**src/rtl/config_pkg.sv**
```systemverilog
// Shared configuration for the FU cluster: vector geometry, fixed-point
// format and the state type of the RMS de-normalisation unit.
package config_pkg;

  localparam int D               = 8;
  localparam int FixedPointWidth = 16;
  localparam int FixedPointFrac  = 8;

  typedef logic signed [FixedPointWidth-1:0] fixed_point_t;
  typedef fixed_point_t [D-1:0] vector_t;

  localparam fixed_point_t FixedPointMax = {1'b0, {(FixedPointWidth-1){1'b1}}};
  localparam fixed_point_t FixedPointMin = {1'b1, {(FixedPointWidth-1){1'b0}}};

  // One spare bit so the element index can be compared against D-1 for any D.
  localparam int IdxWidth = $clog2(D) + 1;

  typedef enum logic [1:0] {
    IDLE        = 2'd0,
    MULTIPLYING = 2'd1,
    SENDING_OUT = 2'd2
  } denorm_state_e;

endpackage

```
**src/rtl/rowwise_mul.sv**
```systemverilog
// Combinational fixed-point multiply: full-width signed product, arithmetic
// shift by the fractional bits (floor), then saturation to the fixed-point range.
module rowwise_mul
  import config_pkg::*;
(
  input  fixed_point_t a_i,
  input  fixed_point_t b_i,
  output fixed_point_t y_o,
  output logic         sat_o
);

  localparam int ProdWidth = 2 * FixedPointWidth;
  localparam logic signed [ProdWidth-1:0] WideMax = ProdWidth'(FixedPointMax);
  localparam logic signed [ProdWidth-1:0] WideMin = ProdWidth'(FixedPointMin);

  logic signed [ProdWidth-1:0] prod;
  logic signed [ProdWidth-1:0] shifted;

  // Multiply, rescale and clamp; sat_o flags any element that had to be clamped.
  always_comb begin
    prod    = ProdWidth'(a_i) * ProdWidth'(b_i);
    shifted = prod >>> FixedPointFrac;
    y_o     = shifted[FixedPointWidth-1:0];
    sat_o   = 1'b0;
    if (shifted > WideMax) begin
      y_o   = FixedPointMax;
      sat_o = 1'b1;
    end else if (shifted < WideMin) begin
      y_o   = FixedPointMin;
      sat_o = 1'b1;
    end
  end

endmodule

```
**src/rtl/rms_denorm.sv**
```systemverilog
// RMS de-normalisation: captures one vector plus its RMS scale, multiplies the
// scale back into one element per cycle, then holds the restored vector on a
// valid/ready output until it is taken.
//
// Handshakes: a transfer happens on a rising clk edge where valid and ready are
// both high; valid, once raised, stays high with stable data until that edge,
// and ready may be raised or dropped freely.
module rms_denorm
  import config_pkg::*;
(
  input  logic          clk_i,
  input  logic          rst_i,
  output logic          in_ready_o,
  input  logic          in_valid_i,
  input  vector_t       a_i,
  input  fixed_point_t  scale_i,
  output logic          out_valid_o,
  input  logic          out_ready_i,
  output vector_t       result_o,
  output logic          sat_o,
  output denorm_state_e state_o
);

  denorm_state_e         state_q;
  logic [IdxWidth-1:0]   idx_q;
  logic [IdxWidth-2:0]   idx_lo;
  vector_t               a_q;
  fixed_point_t          scale_q;
  vector_t               out_q;
  logic                  sat_q;
  logic                  out_valid_q;
  fixed_point_t          mul_y;
  logic                  mul_sat;

  assign idx_lo = idx_q[IdxWidth-2:0];

  rowwise_mul u_mul (
    .a_i   (a_q[idx_lo]),
    .b_i   (scale_q),
    .y_o   (mul_y),
    .sat_o (mul_sat)
  );

  // Control FSM plus the datapath registers it sequences.
  always_ff @(posedge clk_i or posedge rst_i) begin
    if (rst_i) begin
      state_q     <= IDLE;
      idx_q       <= '0;
      a_q         <= '0;
      scale_q     <= '0;
      out_q       <= '0;
      sat_q       <= 1'b0;
      out_valid_q <= 1'b0;
    end else begin
      case (state_q)
        IDLE: begin
          if (in_valid_i) begin
            a_q     <= a_i;
            scale_q <= scale_i;
            idx_q   <= '0;
            sat_q   <= 1'b0;
            state_q <= MULTIPLYING;
          end
        end
        MULTIPLYING: begin
          out_q[idx_lo] <= mul_y;
          sat_q         <= sat_q | mul_sat;
          if (idx_q == IdxWidth'(D - 1)) begin
            idx_q       <= '0;
            out_valid_q <= 1'b1;
            state_q     <= SENDING_OUT;
          end else begin
            idx_q <= idx_q + 1'b1;
          end
        end
        SENDING_OUT: begin
          if (out_ready_i) begin
            out_valid_q <= 1'b0;
            state_q     <= IDLE;
          end
        end
        default: begin
          out_valid_q <= 1'b0;
          state_q     <= IDLE;
        end
      endcase
    end
  end

  // Ready is masked by reset so nothing can be accepted while it is held.
  assign in_ready_o  = (state_q == IDLE) && !rst_i;
  assign out_valid_o = out_valid_q;
  assign result_o    = out_q;
  assign sat_o       = sat_q;
  assign state_o     = state_q;

endmodule
```
**config.mk**
```make
export PLATFORM = sky130hd
export DESIGN_NAME = rms_denorm
export DESIGN_NICKNAME = d
export VERILOG_FILES = /design/src/rtl/config_pkg.sv /design/src/rtl/rowwise_mul.sv /design/src/rtl/rms_denorm.sv
export SDC_FILE = /design/constraint.sdc
export NUM_CORES = 1
export LEC_CHECK = 0
export CORE_ASPECT_RATIO = 1.25
export CORE_MARGIN = 2
export CORE_UTILIZATION = 35
export DETAILED_ROUTE_END_ITERATION = 10
export PLACE_DENSITY = 0.66
export SYNTH_ARGS = -nofsm -noshare
export SYNTH_HDL_FRONTEND = slang
export SYNTH_SLANG_ARGS = --single-unit
```
**constraint.sdc**
```tcl
create_clock -name clk_i -period 12.8 [get_ports clk_i]
set_input_delay 3.84 -clock clk_i [delete_from_list [all_inputs] [get_ports clk_i]]
set_output_delay 3.84 -clock clk_i [all_outputs]
set_load 0.01 [all_outputs]
```
* Word level (Yosys, flattened, before mapping)
Cells that the tools add are included. Widths: inputs -> output; s select.
Storage, ports and cells: bits of input ports 148, memory bits (read-only) 0, bits in registers 280, word-level logic and storage cells 65, bits in writable memories 0, memories 0, output and inout port bits 133, bits in latches 0
Cells by class: reductions and logical operators 9, multiply operators 1, bitwise operators 2, muxes and demuxes 21, $add $sub $neg 1, $lt $le $gt $ge 4, equal/unequal tests 6, shift operators 0, div/mod/pow operators 0
Operators by type and width (count):
- $bwmux 128 | 1
- $mux 16 | 4
- $bmux 16 s3 | 1
- $demux 16 s3 | 1
- $mul 16x16->32 | 1
- $gt 24x16->1 const B | 1
- $lt 24x16->1 const B | 1
- $mux 4 | 2
- $pmux 4 s2 | 1
- $mux 2 | 3
- $ne 2x2->1 const B | 3
- $pmux 2 s3 | 1
- $reduce_and 3->1 | 2
- $mux 1 | 5
- $add 4x1->4 const B | 1
- $eq 4x3->1 const B | 1
- $lt 3x4->1 const B | 1
- $reduce_and 2->1 | 2
- $ge 3x1->1 const B | 1
- $pmux 1 s3 | 1
- $eq 2x1->1 const B | 1
- $eq 2x2->1 const B | 1
- $logic_and 1x1->1 | 2
- $logic_not 2->1 | 1
- other kinds (5) | 5

* Logic depth before layout (Yosys ltp)
Gate-level depths: netlist of run 1.
word-level depth 8, gate-level depth with buffers 33

* Hierarchy
A second synthesis of run 1 with hierarchy kept.
Second synthesis, totals: cell total of the unflattened synthesis 1796, area total of the unflattened synthesis 21657.0 um2
By module, submodules not included:
- rms_denorm | times used 1, cells each 681, area each 11548.6 um2
- rowwise_mul | times used 1, cells each 1115, area each 10108.4 um2

* Worst setup path before layout of run 1
OpenSTA, ideal clock, no wires.
kind register to register, start reg idx_q[0], end reg out_q, in the netlist result_o[42], arrival 8182 ps, setup slack 4483 ps, setup time 135 ps, required time 12665 ps, path buffers 7, cell stages (with the launch flop) 30, period minus slack after synthesis 8317 ps, cell sequence dfrtp_1 > buf_6 > buf_12 > clkbuf_1 > mux4_2 > mux2_2 > clkbuf_1 > nand2_1 > fa_1 > fa_1 > fa_1 > inv_1 > fa_1 > fa_1 > inv_1 > fa_1 > inv_1 > ha_1 > clkbuf_1 > a21oi_1 > o211ai_1 > a21o_1 > or3_1 > a31oi_1 > xor2_1 > nand4_1 > o31ai_1 > buf_2 > buf_2 > a31oi_1
On the way: cells in the longest elaborated chain, start to end 7, elaborated cells between the ends (all ways) 13, those cells by class mul: 1; order compare: 4; mux: 7; reduce/logical: 1
Ends and longest elaborated chain:
- start, declared | RTL line rms_denorm.sv:25 | logic [IdxWidth-1:0] idx_q;
- start signal, assigned | RTL line rms_denorm.sv:73 | idx_q <= idx_q + 1'b1;
- $bmux 16 s3 | RTL line rms_denorm.sv:38 | .a_i (a_q[idx_lo]),
- $mux 16 (not written as such) | RTL line rms_denorm.sv:38
- $mul 16x16->32 | RTL line rowwise_mul.sv:21 | prod = ProdWidth'(a_i) * ProdWidth'(b_i);
- $lt 24x16->1 | RTL line rowwise_mul.sv:28 | end else if (shifted < WideMin) begin
- $mux 16 | RTL line rowwise_mul.sv:28
- $mux 16 | RTL line rowwise_mul.sv:25 | if (shifted > WideMax) begin
- $bwmux 128 (*) | RTL line rms_denorm.sv:66 | out_q[idx_lo] <= mul_y;
- end signal, assigned by index | RTL line rms_denorm.sv:66
- end, declared | RTL line rms_denorm.sv:29 | vector_t out_q;
Every way passes the cells marked *; elsewhere a longest branch is shown, timed or not. The select of a mux whose other input is x is not followed. A chain may end at the register's enable or synchronous reset.

* Worst setup path in the final report of run 1
start reg idx_q[0], end reg out_q, in the netlist result_o[108]
The elaborated chain is that of the path after synthesis.

==> impl_metrics.py, run 1 <==
metrics = {
    "sta": {
        "finalHoldViolCount": 0,
        "worstMarginPinSlew_ns": 1.411,
        "finalCritPeriodShare": 0.8093,
        "final.setup.tns_ns": 0,
        "clock.fmax_mhz": 96.53,
        "setup_viol": 0,
        "rsz0062_at_grt": "false",
        "fin_crit_ns": 10.36,
        "slew_headroom": 0.05955,
        "drv_slew": 0,
        "skew_ns": 0.04540,
    },
    "min_path": {
        "hold_class": "reg2reg",
        "hold_path_end": "a_q[42]$_DFFE_PP0P_",
        "hold_start": "a_q[42]$_DFFE_PP0P_",
        "min_delay_path_depth": 1,
    },
    "worst_setup_path": {
        "worstPathArrival_ns": 10.71,
        "ff2ff_setup_slack_ns": 2.44,
        "crit_path_top_delay_cell": "a22oi_1",
        "end_kind": "flop",
        "r2r_end": "result_o[108]$_DFFE_PP0P_",
        "crit_fanout": 120,
        "reg2regPathDepth": 24,
        "critical_path_class": "reg2reg",
        "path_buf_inv": 4,
        "critPathRequiredTime_ns": 13.15,
        "crit_top_cell": "fa_1",
        "r2r_start": "idx_q[0]$_DFFE_PP0P_",
        "startpoint_type": "flop",
        "worstPathCellList": "mux2i_1, a22oi_1, nand2_1, nand2_1, fa_1, fa_1, inv_1, fa_1, fa_1, fa_1, inv_1, fa_1, inv_1, ha_1, a21oi_1, o21ai_0, nor3_1, a22oi_1, o21a_1, o211ai_2, nand4_1, o31ai_4, buf_4, a31oi_1",
        "crit_family": "adder cells",
        "cpPeakStageDelay_ns": 1.10,
    },
    "cts": {
        "cts_root_buf": "clkbuf_16",
        "cts_tree": "yes",
        "cts.repair.resized": 0,
        "postCtsSetupRepairBufs": 0,
        "cts_hold_buf": 0,
        "clk_path_buf_depth": 3,
        "htreeDepth": 1,
        "worstSkewPairLatency_ns": 0.60,
        "clkTransAtPathRegs_ns": 0.06,
        "clock_sinks": 280,
        "numCtsBuffers": 30,
    },
    "cells_and_area": {
        "n_antenna_cell": 0,
        "fill_cells": 6181,
        "finalNetCount": 2934,
        "drive_gt1_frac": 0.1220,
        "syn2layout_area_growth_pct": 20.16,
    },
    "run": {
        "cap_viol_max_count": 0,
    },
    "floorplan": {
        "die_h_um": 288.9,
        "dieArea_sq_um": 66980,
        "rows": 104,
        "die_w_um": 231.9,
        "start_util": 0.3535,
        "io_pins": 281,
        "core_area_sq_um": 64280,
    },
    "logic_synthesis": {
        "avgSynthCellArea_sq_um": 10.22,
        "synth-seq-cells": 280,
        "mappedNetlistArea_sq_um": 22720,
        "synth.area.top_cells": "dfrtp_1 (31%), fa_1 (23%), mux2_2 (7.7%)",
        "synth_top_area_share": 0.3084,
        "syn_nets": 2712,
        "async_flop_share": 1.000,
        "synth_flop_cell": "dfrtp_1",
        "ys_seq_area_frac": 0.3084,
        "yosysUniqueCellTypes": 65,
        "syn_inst": 2223,
        "synth_edf_count": 0,
        "yosys_warnings": 0,
        "yosys.area.top_type": "dfrtp_1",
    },
    "global_route": {
        "grt_pass1_vias": 18590,
        "overflow": 0,
        "antenna_found_initial": 0,
        "track_usage": 0.2010,
        "grt_pass1_wl_um": 104900,
        "grt_max_degree": 133,
    },
    "drt": {
        "wl_met2_um": 35810,
        "wl_met1_um": 25290,
        "viasPerCell": 5.236,
        "first_pass_iters": 6,
        "initialDrtViolationCount": 1273,
        "dr_wl_met3_um": 3805,
        "ant_nets": 0,
        "drc": 0,
        "vias": 17357,
        "wl_um": 67940,
        "route.detailed.wl_per_inst_um": 20.49,
        "topRoutingLayerUsed": "met4",
    },
    "placed_design": {
        "io_buffer_count": 280,
        "hpwl_um": 52180,
        "place_congestion": 0.9207,
    },
    "run_status": {
        "outcome": "completed",
    },
}
## cells by family after synthesis
logic type	count (synthesis)	synth area share
AO/OA/AOI/OAI	273	0.07925
buffers and inverters	420	0.07319
multiplexers	197	0.1113
AND/OR/NAND/NOR	684	0.1430
XOR/XNOR	28	0.01079
adder cells (fa/ha/maj)	341	0.2740
flip-flops	280	0.3084
## layer usage
| layer | global-route usage | vias up |
|---|---|---|
| li1 | - | 7671 |
| met1 | 0.2366 | 8817 |
| met2 | 0.3693 | 701 |
| met3 | 0.02323 | 168 |
| met4 | 0.08526 | 0 |
| met5 | 0 | - |
## registers in the layout, summed over array words and instances, names as in the netlist
register,count
sat_o,1
result_o,128
scale_q,16
out_valid_o,1
idx_q,4
state_o,2
a_q,128
## per-stage QoR
step / area (sq um) / std cells / util / hold slack, ns / worst slack (ns)
floorplan: 22720 / 2223 / - / 0.4604 / 1.238
global placement: 26280 / 3260 / 0.4088 / 0.4803 / 2.475
detailed placement: 26280 / 3260 / 0.4088 / 0.4927 / 2.387
CTS: 27290 / 3314 / 0.4246 / 0.5034 / 2.350
global route: 27300 / 3315 / 0.4247 / 0.5128 / 1.821
finish: 27300 / 3315 / 0.4247 / 0.5018 / 2.440
## placed cells by master, fill, tap and decap left out, drive strengths merged, types with 6 or more instances in the layout
master / count
inv: 311
nor2: 293
clkdlybuf4s50: 280
dfrtp: 280
fa: 261
nand2: 168
mux2: 156
a31oi: 125
and2: 96
ha: 80
a21oi: 49
clkbuf: 42
o21ai: 38
mux4: 29
nand3: 27
buf: 21
nor2b: 20
xnor2: 18
nand2b: 18
nor3: 18
and3: 15
mux2i: 12
a21o: 10
xor2: 10
o211ai: 9
clkinv: 8
nand4: 7
or2: 6
## Yosys cell counts, types with 16 or more instances
master    count
inv_1       309
nor2_1      293
dfrtp_1     280
fa_1        261
nand2_1     168
mux2_2      156
a31oi_1     113
and2_1       95
clkbuf_1     89
ha_1         80
a21oi_1      49
o21ai_0      36
mux4_2       29
nor2b_1      20
xnor2_1      18
nand2b_1     17
nand3_1      17
nor3_1       16
## area by class of cell
cell class	count	area [sq um]	area share
Clock buffer	42	887.1	0.03249
Timing Repair Buffer	301	2960	0.1084
Sequential cell	280	7008	0.2567
Inverter	309	1167	0.04276
Tap cell	848	1061	0.03887
Multi-Input combinational cell	1523	14090	0.5162
Clock inverter	12	123.9	0.004537
## worst max path at each step
stage / startpoint / to / slack, ns / cells past startpoint
after CTS: idx_q[0]$_DFFE_PP0P_ / result_o[107]$_DFFE_PP0P_ / 2.35 / 24
after global routing: idx_q[0]$_DFFE_PP0P_ / result_o[21]$_DFFE_PP0P_ / 1.82 / 24
after detailed placement: idx_q[0]$_DFFE_PP0P_ / result_o[106]$_DFFE_PP0P_ / 2.39 / 24
after global placement: idx_q[0]$_DFFE_PP0P_ / result_o[119]$_DFFE_PP0P_ / 2.47 / 24
after floorplan: rst_i / a_q[0]$_DFFE_PP0P_ / 1.24 / 1
final: idx_q[0]$_DFFE_PP0P_ / result_o[108]$_DFFE_PP0P_ / 2.44 / 24
Power of run 1 is left out: the tool's default activity adds up to more than one toggle a clock period on the data nets, which glitch-free logic cannot reach.
==> inputs of run 2 (changes only) <==
Settings changed: PLACE_DENSITY 0.66 to 0.68.
Clock period 12.8 ns to 9.1 ns, I/O delays scaled along.
==> run 2 against run 1 <==
  * Register-to-register slack worse by 2.1 ns
  * Cell count is 0.66% higher
  * Worst setup slack worse by 2.1 ns
  * Sequential share of layout area is 0.16 points lower
  * Hold slack worse by 0.019 ns
  * Fmax is 18% higher
  * Critical path type unchanged
  * Critical path depth is 1 higher
  * Count of clock-buffer cells in the layout is 1 higher
  * Via count stayed put
==> impl_metrics.py, run 2 (synthesized netlist as in run 1, its figures left out) <==
metrics = {
    "sta": {
        "slew_headroom": 0.1579,
        "whs_ns": 0.4823,
        "worstMarginPinSlew_ns": 1.258,
        "final.setup.tns_ns": 0,
        "clock.fmax_mhz": 114.4,
        "skew_ns": 0.01037,
        "finalHoldViolCount": 0,
        "fin_crit_ns": 8.744,
        "setup_viol": 0,
        "rsz0062_at_grt": "false",
        "finalCritPeriodShare": 0.9609,
        "drv_slew": 0,
    },
    "cts": {
        "clock_sinks": 280,
        "worstSkewPairLatency_ns": 0.58,
        "cts_tree": "yes",
        "clkTransAtPathRegs_ns": 0.06,
        "cts_hold_buf": 0,
        "numCtsBuffers": 29,
        "cts_root_buf": "clkbuf_16",
        "clk_path_buf_depth": 3,
        "htreeDepth": 1,
    },
    "worst_setup_path": {
        "ff2ff_setup_slack_ns": 0.36,
        "r2r_end": "result_o[109]$_DFFE_PP0P_",
        "startpoint": "idx_q[0]$_DFFE_PP0P_",
        "r2r_start": "idx_q[0]$_DFFE_PP0P_",
        "crit_fanout": 44,
        "cp-endpoint": "result_o[109]$_DFFE_PP0P_",
        "end_kind": "flop",
        "startpoint_type": "flop",
        "worstPathArrival_ns": 9.23,
        "critical_path_class": "reg2reg",
        "critPathRequiredTime_ns": 9.59,
        "reg2regPathDepth": 25,
    },
    "placed_design": {
        "io_buffer_count": 280,
        "hpwl_um": 52680,
        "place_congestion": 0.8892,
    },
    "global_route": {
        "use_met3": 0.02480,
        "busiest_layer": "met2",
        "grt_max_degree": 160,
        "track_usage": 0.2038,
        "grt_pass1_wl_um": 106600,
        "grt_pass1_vias": 19025,
        "overflow": 0,
        "gr-usage-met2": 0.3722,
        "use_met1": 0.2361,
        "antenna_found_initial": 2,
    },
    "min_path": {
        "hold_class": "reg2reg",
    },
    "drt": {
        "route.detailed.wl_per_inst_um": 20.56,
        "first_pass_iters": 5,
        "wl_um": 68610,
        "initialDrtViolationCount": 1093,
        "drc": 0,
        "viasPerCell": 5.201,
        "vias": 17357,
        "ant_nets": 0,
    },
    "floorplan": {
        "rows": 104,
        "dieArea_sq_um": 66980,
        "io_pins": 281,
        "die_w_um": 231.9,
        "die_h_um": 288.9,
        "start_util": 0.3535,
        "core_area_sq_um": 64280,
    },
    "cells_and_area": {
        "layout_common_cells": "inv_1 (308), nor2_1 (293), clkdlybuf4s50_1 (280)",
        "fill_cells": 6146,
        "syn2layout_area_growth_pct": 20.93,
        "drive_gt1_frac": 0.1275,
        "finalNetCount": 2957,
        "final_common_cell": "inv_1",
    },
    "run_status": {
        "outcome": "completed",
    },
    "run": {
        "cap_viol_max_count": 0,
    },
}
==> run 2: timing repair <==
action,CTS,global route
gates resized for setup,0,11
endpoints found under the setup margin,0,120
setup buffers,0,1
==> run 2: critical path, cell delays in order, from the launching register on <==
cell and delay [ns]:
dfrtp_2 0.52, buf_12 0.24, mux4_2 0.54, mux2_2 0.44, and2_1 0.24, inv_1 0.08, fa_1 0.42, inv_1 0.25
fa_1 0.58, buf_4 0.23, fa_1 0.48, fa_1 0.59, fa_1 0.43, fa_1 0.44, ha_1 0.41, a21oi_1 0.23
o21ai_0 0.17, a2111oi_0 0.50, a21oi_1 0.12, a21o_1 0.24, or4_1 0.57, nand2_1 0.23, o31ai_4 0.11, buf_12 0.14
clkbuf_16 0.21, a31oi_1 0.19
==> run 2: worst min-delay path by stage <==
stage / slack (ns) / start / endpoint / cells past startpoint
finish: 0.48 / result_o[95]$_DFFE_PP0P_ / result_o[95]$_DFFE_PP0P_ / 2
global route: 0.52 / a_q[42]$_DFFE_PP0P_ / a_q[42]$_DFFE_PP0P_ / 1
CTS: 0.49 / result_o[63]$_DFFE_PP0P_ / result_o[63]$_DFFE_PP0P_ / 2
detailed placement: 0.47 / result_o[63]$_DFFE_PP0P_ / result_o[63]$_DFFE_PP0P_ / 2
global placement: 0.47 / result_o[95]$_DFFE_PP0P_ / result_o[95]$_DFFE_PP0P_ / 2
floorplan: 0.46 / idx_q[3]$_DFFE_PP0P_ / idx_q[3]$_DFFE_PP0P_ / 1
==> run 2: metrics by stage <==
stage	area [sq um]	instances	setup slack, ns	util
global route	27480	3337	0.002697	0.4274
global placement	26510	3283	0.4892	0.4124
finish	27480	3337	0.3558	0.4274
floorplan	22720	2223	0.7833	-
detailed placement	26510	3283	0.3187	0.4124
CTS	27400	3333	0.2977	0.4263
==> run 2: layer usage <==
metal,part of all wire,vias to the layer above
met5,0,-
met4,0.052,0
met3,0.052,182
met2,0.52,653
met1,0.37,8814
li1,-,7708
==> run 2: area by class of cell <==
class / count / area, sq um / share of cell area
Multi-Input combinational cell: 1523 / 14110 / 0.5135
Sequential cell: 280 / 7008 / 0.2551
Timing Repair Buffer: 325 / 3236 / 0.1178
Inverter: 309 / 1164 / 0.04235
Tap cell: 848 / 1061 / 0.03862
Clock buffer: 43 / 838.3 / 0.03051
Clock inverter: 7 / 53.80 / 0.001958
Antenna cell: 2 / 5.005 / 0.0001822
Power of run 2 is left out for the same reason.
==> inputs of run 3 (changes only) <==
Settings changed: PLACE_DENSITY 0.68 to 0.66, SYNTH_HIERARCHICAL from default to 1.
Clock period 9.1 ns to 10.3 ns, I/O delays scaled along.
==> run 3 against run 2 <==
  * Via count shrank 18%
  * First-iteration DRC count is 49% lower
  * Wire length decreased by 17%
  * Cell count decreased by 13%
  * Fmax down 8.1%
  * Sequential share of layout area is 1.2 points higher
  * Critical path depth is the same
  * Core utilization is 0.26 points higher
  * Non-clock buffer count down 28
  * Register-to-register slack improved by 0.43 ns
  * Highest routed layer is now met5
==> impl_metrics.py, run 3 <==
metrics = {
    "worst_setup_path": {
        "startpoint_type": "flop",
        "r2r_start": "idx_q[0]$_DFFE_PP0P_",
        "end_kind": "flop",
        "critPathRequiredTime_ns": 10.76,
        "critical_path_class": "reg2reg",
        "worstPathArrival_ns": 9.98,
        "reg2regPathDepth": 25,
        "ff2ff_setup_slack_ns": 0.78,
        "r2r_end": "result_o[112]$_DFFE_PP0P_",
        "crit_fanout": 29,
    },
    "drt": {
        "ant_nets": 0,
        "initialDrtViolationCount": 554,
        "viasPerCell": 4.875,
        "route.detailed.wl_per_inst_um": 19.59,
        "wl_um": 56980,
        "first_pass_iters": 5,
        "drc": 0,
        "vias": 14180,
    },
    "logic_synthesis": {
        "syn_nets": 2285,
        "async_flop_share": 1.000,
        "mappedNetlistArea_sq_um": 21660,
        "yosys.area.top_type": "dfrtp_1",
        "yosysUniqueCellTypes": 73,
        "avgSynthCellArea_sq_um": 12.06,
        "synth_common_cells": "inv_1 (299), mux2_2 (289), dfrtp_1 (280)",
        "synth_compound_area_frac": 0.03397,
        "synth_top_area_share": 0.3235,
        "yosysMostFrequentCell": "inv_1",
        "synthXorXnorAreaFrac": 0.01207,
        "synth-simple-area-share": 0.08747,
        "muxShareOfSynthArea": 0.1845,
        "syn_inst": 1796,
        "synth_flop_cell": "dfrtp_1",
        "synth_top_family_by_area": "adder cells",
        "yosys.area_share.adder": 0.2875,
        "ys_seq_area_frac": 0.3235,
        "synth_edf_count": 0,
        "synth.area.top_cells": "dfrtp_1 (32%), fa_1 (24%), mux2_2 (15%)",
        "yosys_warnings": 6,
        "synth-seq-cells": 280,
    },
    "sta": {
        "slew_headroom": 0.2301,
        "finalHoldViolCount": 0,
        "rsz0062_at_grt": "false",
        "final.setup.tns_ns": 0,
        "clock.fmax_mhz": 105.1,
        "finalCritPeriodShare": 0.9242,
        "drv_slew": 0,
        "setup_viol": 0,
        "skew_ns": 0.02196,
        "fin_crit_ns": 9.519,
        "whs_ns": 0.5012,
        "worstMarginPinSlew_ns": 1.155,
    },
    "global_route": {
        "grt_pass1_wl_um": 90700,
        "overflow": 0,
        "grt_pass1_vias": 16376,
        "antenna_found_initial": 13,
        "grt_max_degree": 145,
        "track_usage": 0.1839,
    },
    "cts": {
        "cts_tree": "yes",
        "postCtsSetupRepairBufs": 0,
        "worstSkewPairLatency_ns": 0.59,
        "numCtsBuffers": 31,
        "htreeDepth": 1,
        "cts.repair.resized": 0,
        "cts_hold_buf": 0,
        "clkTransAtPathRegs_ns": 0.06,
        "clk_path_buf_depth": 3,
        "clock_sinks": 280,
        "cts_root_buf": "clkbuf_16",
    },
    "placed_design": {
        "hpwl_um": 43930,
        "io_buffer_count": 280,
        "place_congestion": 0.8586,
        "dpl.cell_count": 2844,
    },
    "run_status": {
        "outcome": "completed",
    },
    "floorplan": {
        "core_area_sq_um": 61040,
        "io_pins": 281,
        "dieArea_sq_um": 63900,
        "die_w_um": 226.5,
        "die_h_um": 282.1,
        "rows": 101,
        "start_util": 0.3548,
    },
    "cells_and_area": {
        "layout_common_cells": "inv_1 (298), mux2_2 (289), clkdlybuf4s50_1 (280)",
        "final_common_cell": "inv_1",
        "fin_util": 0.4300,
        "finalNetCount": 2542,
        "fill_cells": 5712,
        "syn2layout_area_growth_pct": 21.20,
        "final_cells": 2909,
        "drive_gt1_frac": 0.2102,
    },
    "min_path": {
        "min_delay_path_depth": 1,
        "hold_class": "reg2reg",
        "hold_start": "a_q[26]$_DFFE_PP0P_",
        "hold_path_end": "a_q[26]$_DFFE_PP0P_",
    },
    "run": {
        "cap_viol_max_count": 0,
    },
}
[run 3: cell types whose count changed after synthesis, sizes merged, moves of 17 or more]
| cell | before | now |
|---|---|---|
| mux2 | 156 | 289 |
| buf | 22 | 39 |
| and2 | 96 | 121 |
| clkbuf | 89 | 34 |
| a21oi | 49 | 31 |
| a31oi | 125 | 1 |
| nand3 | 27 | 10 |
| nor2 | 293 | 26 |
| nand2 | 168 | 143 |
[run 3: kinds of logic after synthesis]
group	count (synthesis)
buf+inv	372
simple gates	352
fa+ha+maj	341
mux	323
flops	280
compound gates	99
xor+xnor	29
[run 3: critical path: stages (launching register included)]
cell and delay [ns]:
dfrtp_2 1.01, buf_4 0.36, mux4_2 0.53, mux2_2 0.43, and2_1 0.22, fa_1 0.50, inv_1 0.06, fa_1 0.55
inv_1 0.06, fa_1 0.45, fa_1 0.40, fa_1 0.54, inv_1 0.06, fa_1 0.53, inv_1 0.06, ha_1 0.34
a21oi_1 0.18, nor2_1 0.07, a211oi_1 0.32, o21ai_1 0.19, o31a_4 0.34, o211a_1 0.25, nor2_2 0.34, a21boi_2 0.72
o21ai_0 0.49, mux2_2 0.40
[run 3: cell type report]
| type | count | area [sq um] | share of cell area |
|---|---|---|---|
| antenna | 11 | 27.53 | 0.001049 |
| clock buffer | 44 | 894.6 | 0.03408 |
| clock inverter | 10 | 93.84 | 0.003575 |
| inverter | 299 | 1126 | 0.04290 |
| multi-input combinational | 1144 | 13120 | 0.5000 |
| sequential | 280 | 7009 | 0.2670 |
| tap | 824 | 1031 | 0.03928 |
| timing repair buffer | 297 | 2943 | 0.1121 |
[run 3: how the worst max path moves through the flow]
stage,start,to
finish,idx_q[0]$_DFFE_PP0P_,result_o[112]$_DFFE_PP0P_
global route,idx_q[0]$_DFFE_PP0P_,result_o[112]$_DFFE_PP0P_
CTS,idx_q[0]$_DFFE_PP0P_,result_o[112]$_DFFE_PP0P_
detailed placement,idx_q[0]$_DFFE_PP0P_,result_o[112]$_DFFE_PP0P_
global placement,idx_q[0]$_DFFE_PP0P_,result_o[112]$_DFFE_PP0P_
floorplan,idx_q[0]$_DFFE_PP0P_,result_o[104]$_DFFE_PP0P_
[run 3: routing by layer]
layer	vias up	routed length, um	GRT usage
met5	-	27	0
met4	4	2789	0.09447
met3	144	2187	0.02670
met2	310	30870	0.3394
met1	7463	21110	0.2048
li1	6259	-	-
[run 3: stage by stage]
stage	instance area (sq um)	setup WS (ns)
floorplan	21660	2.545
global placement	25230	0.9707
detailed placement	25230	0.7281
CTS	26220	0.7056
global route	26250	0.1640
finish	26250	0.7811
Power of run 3 is left out for the same reason.
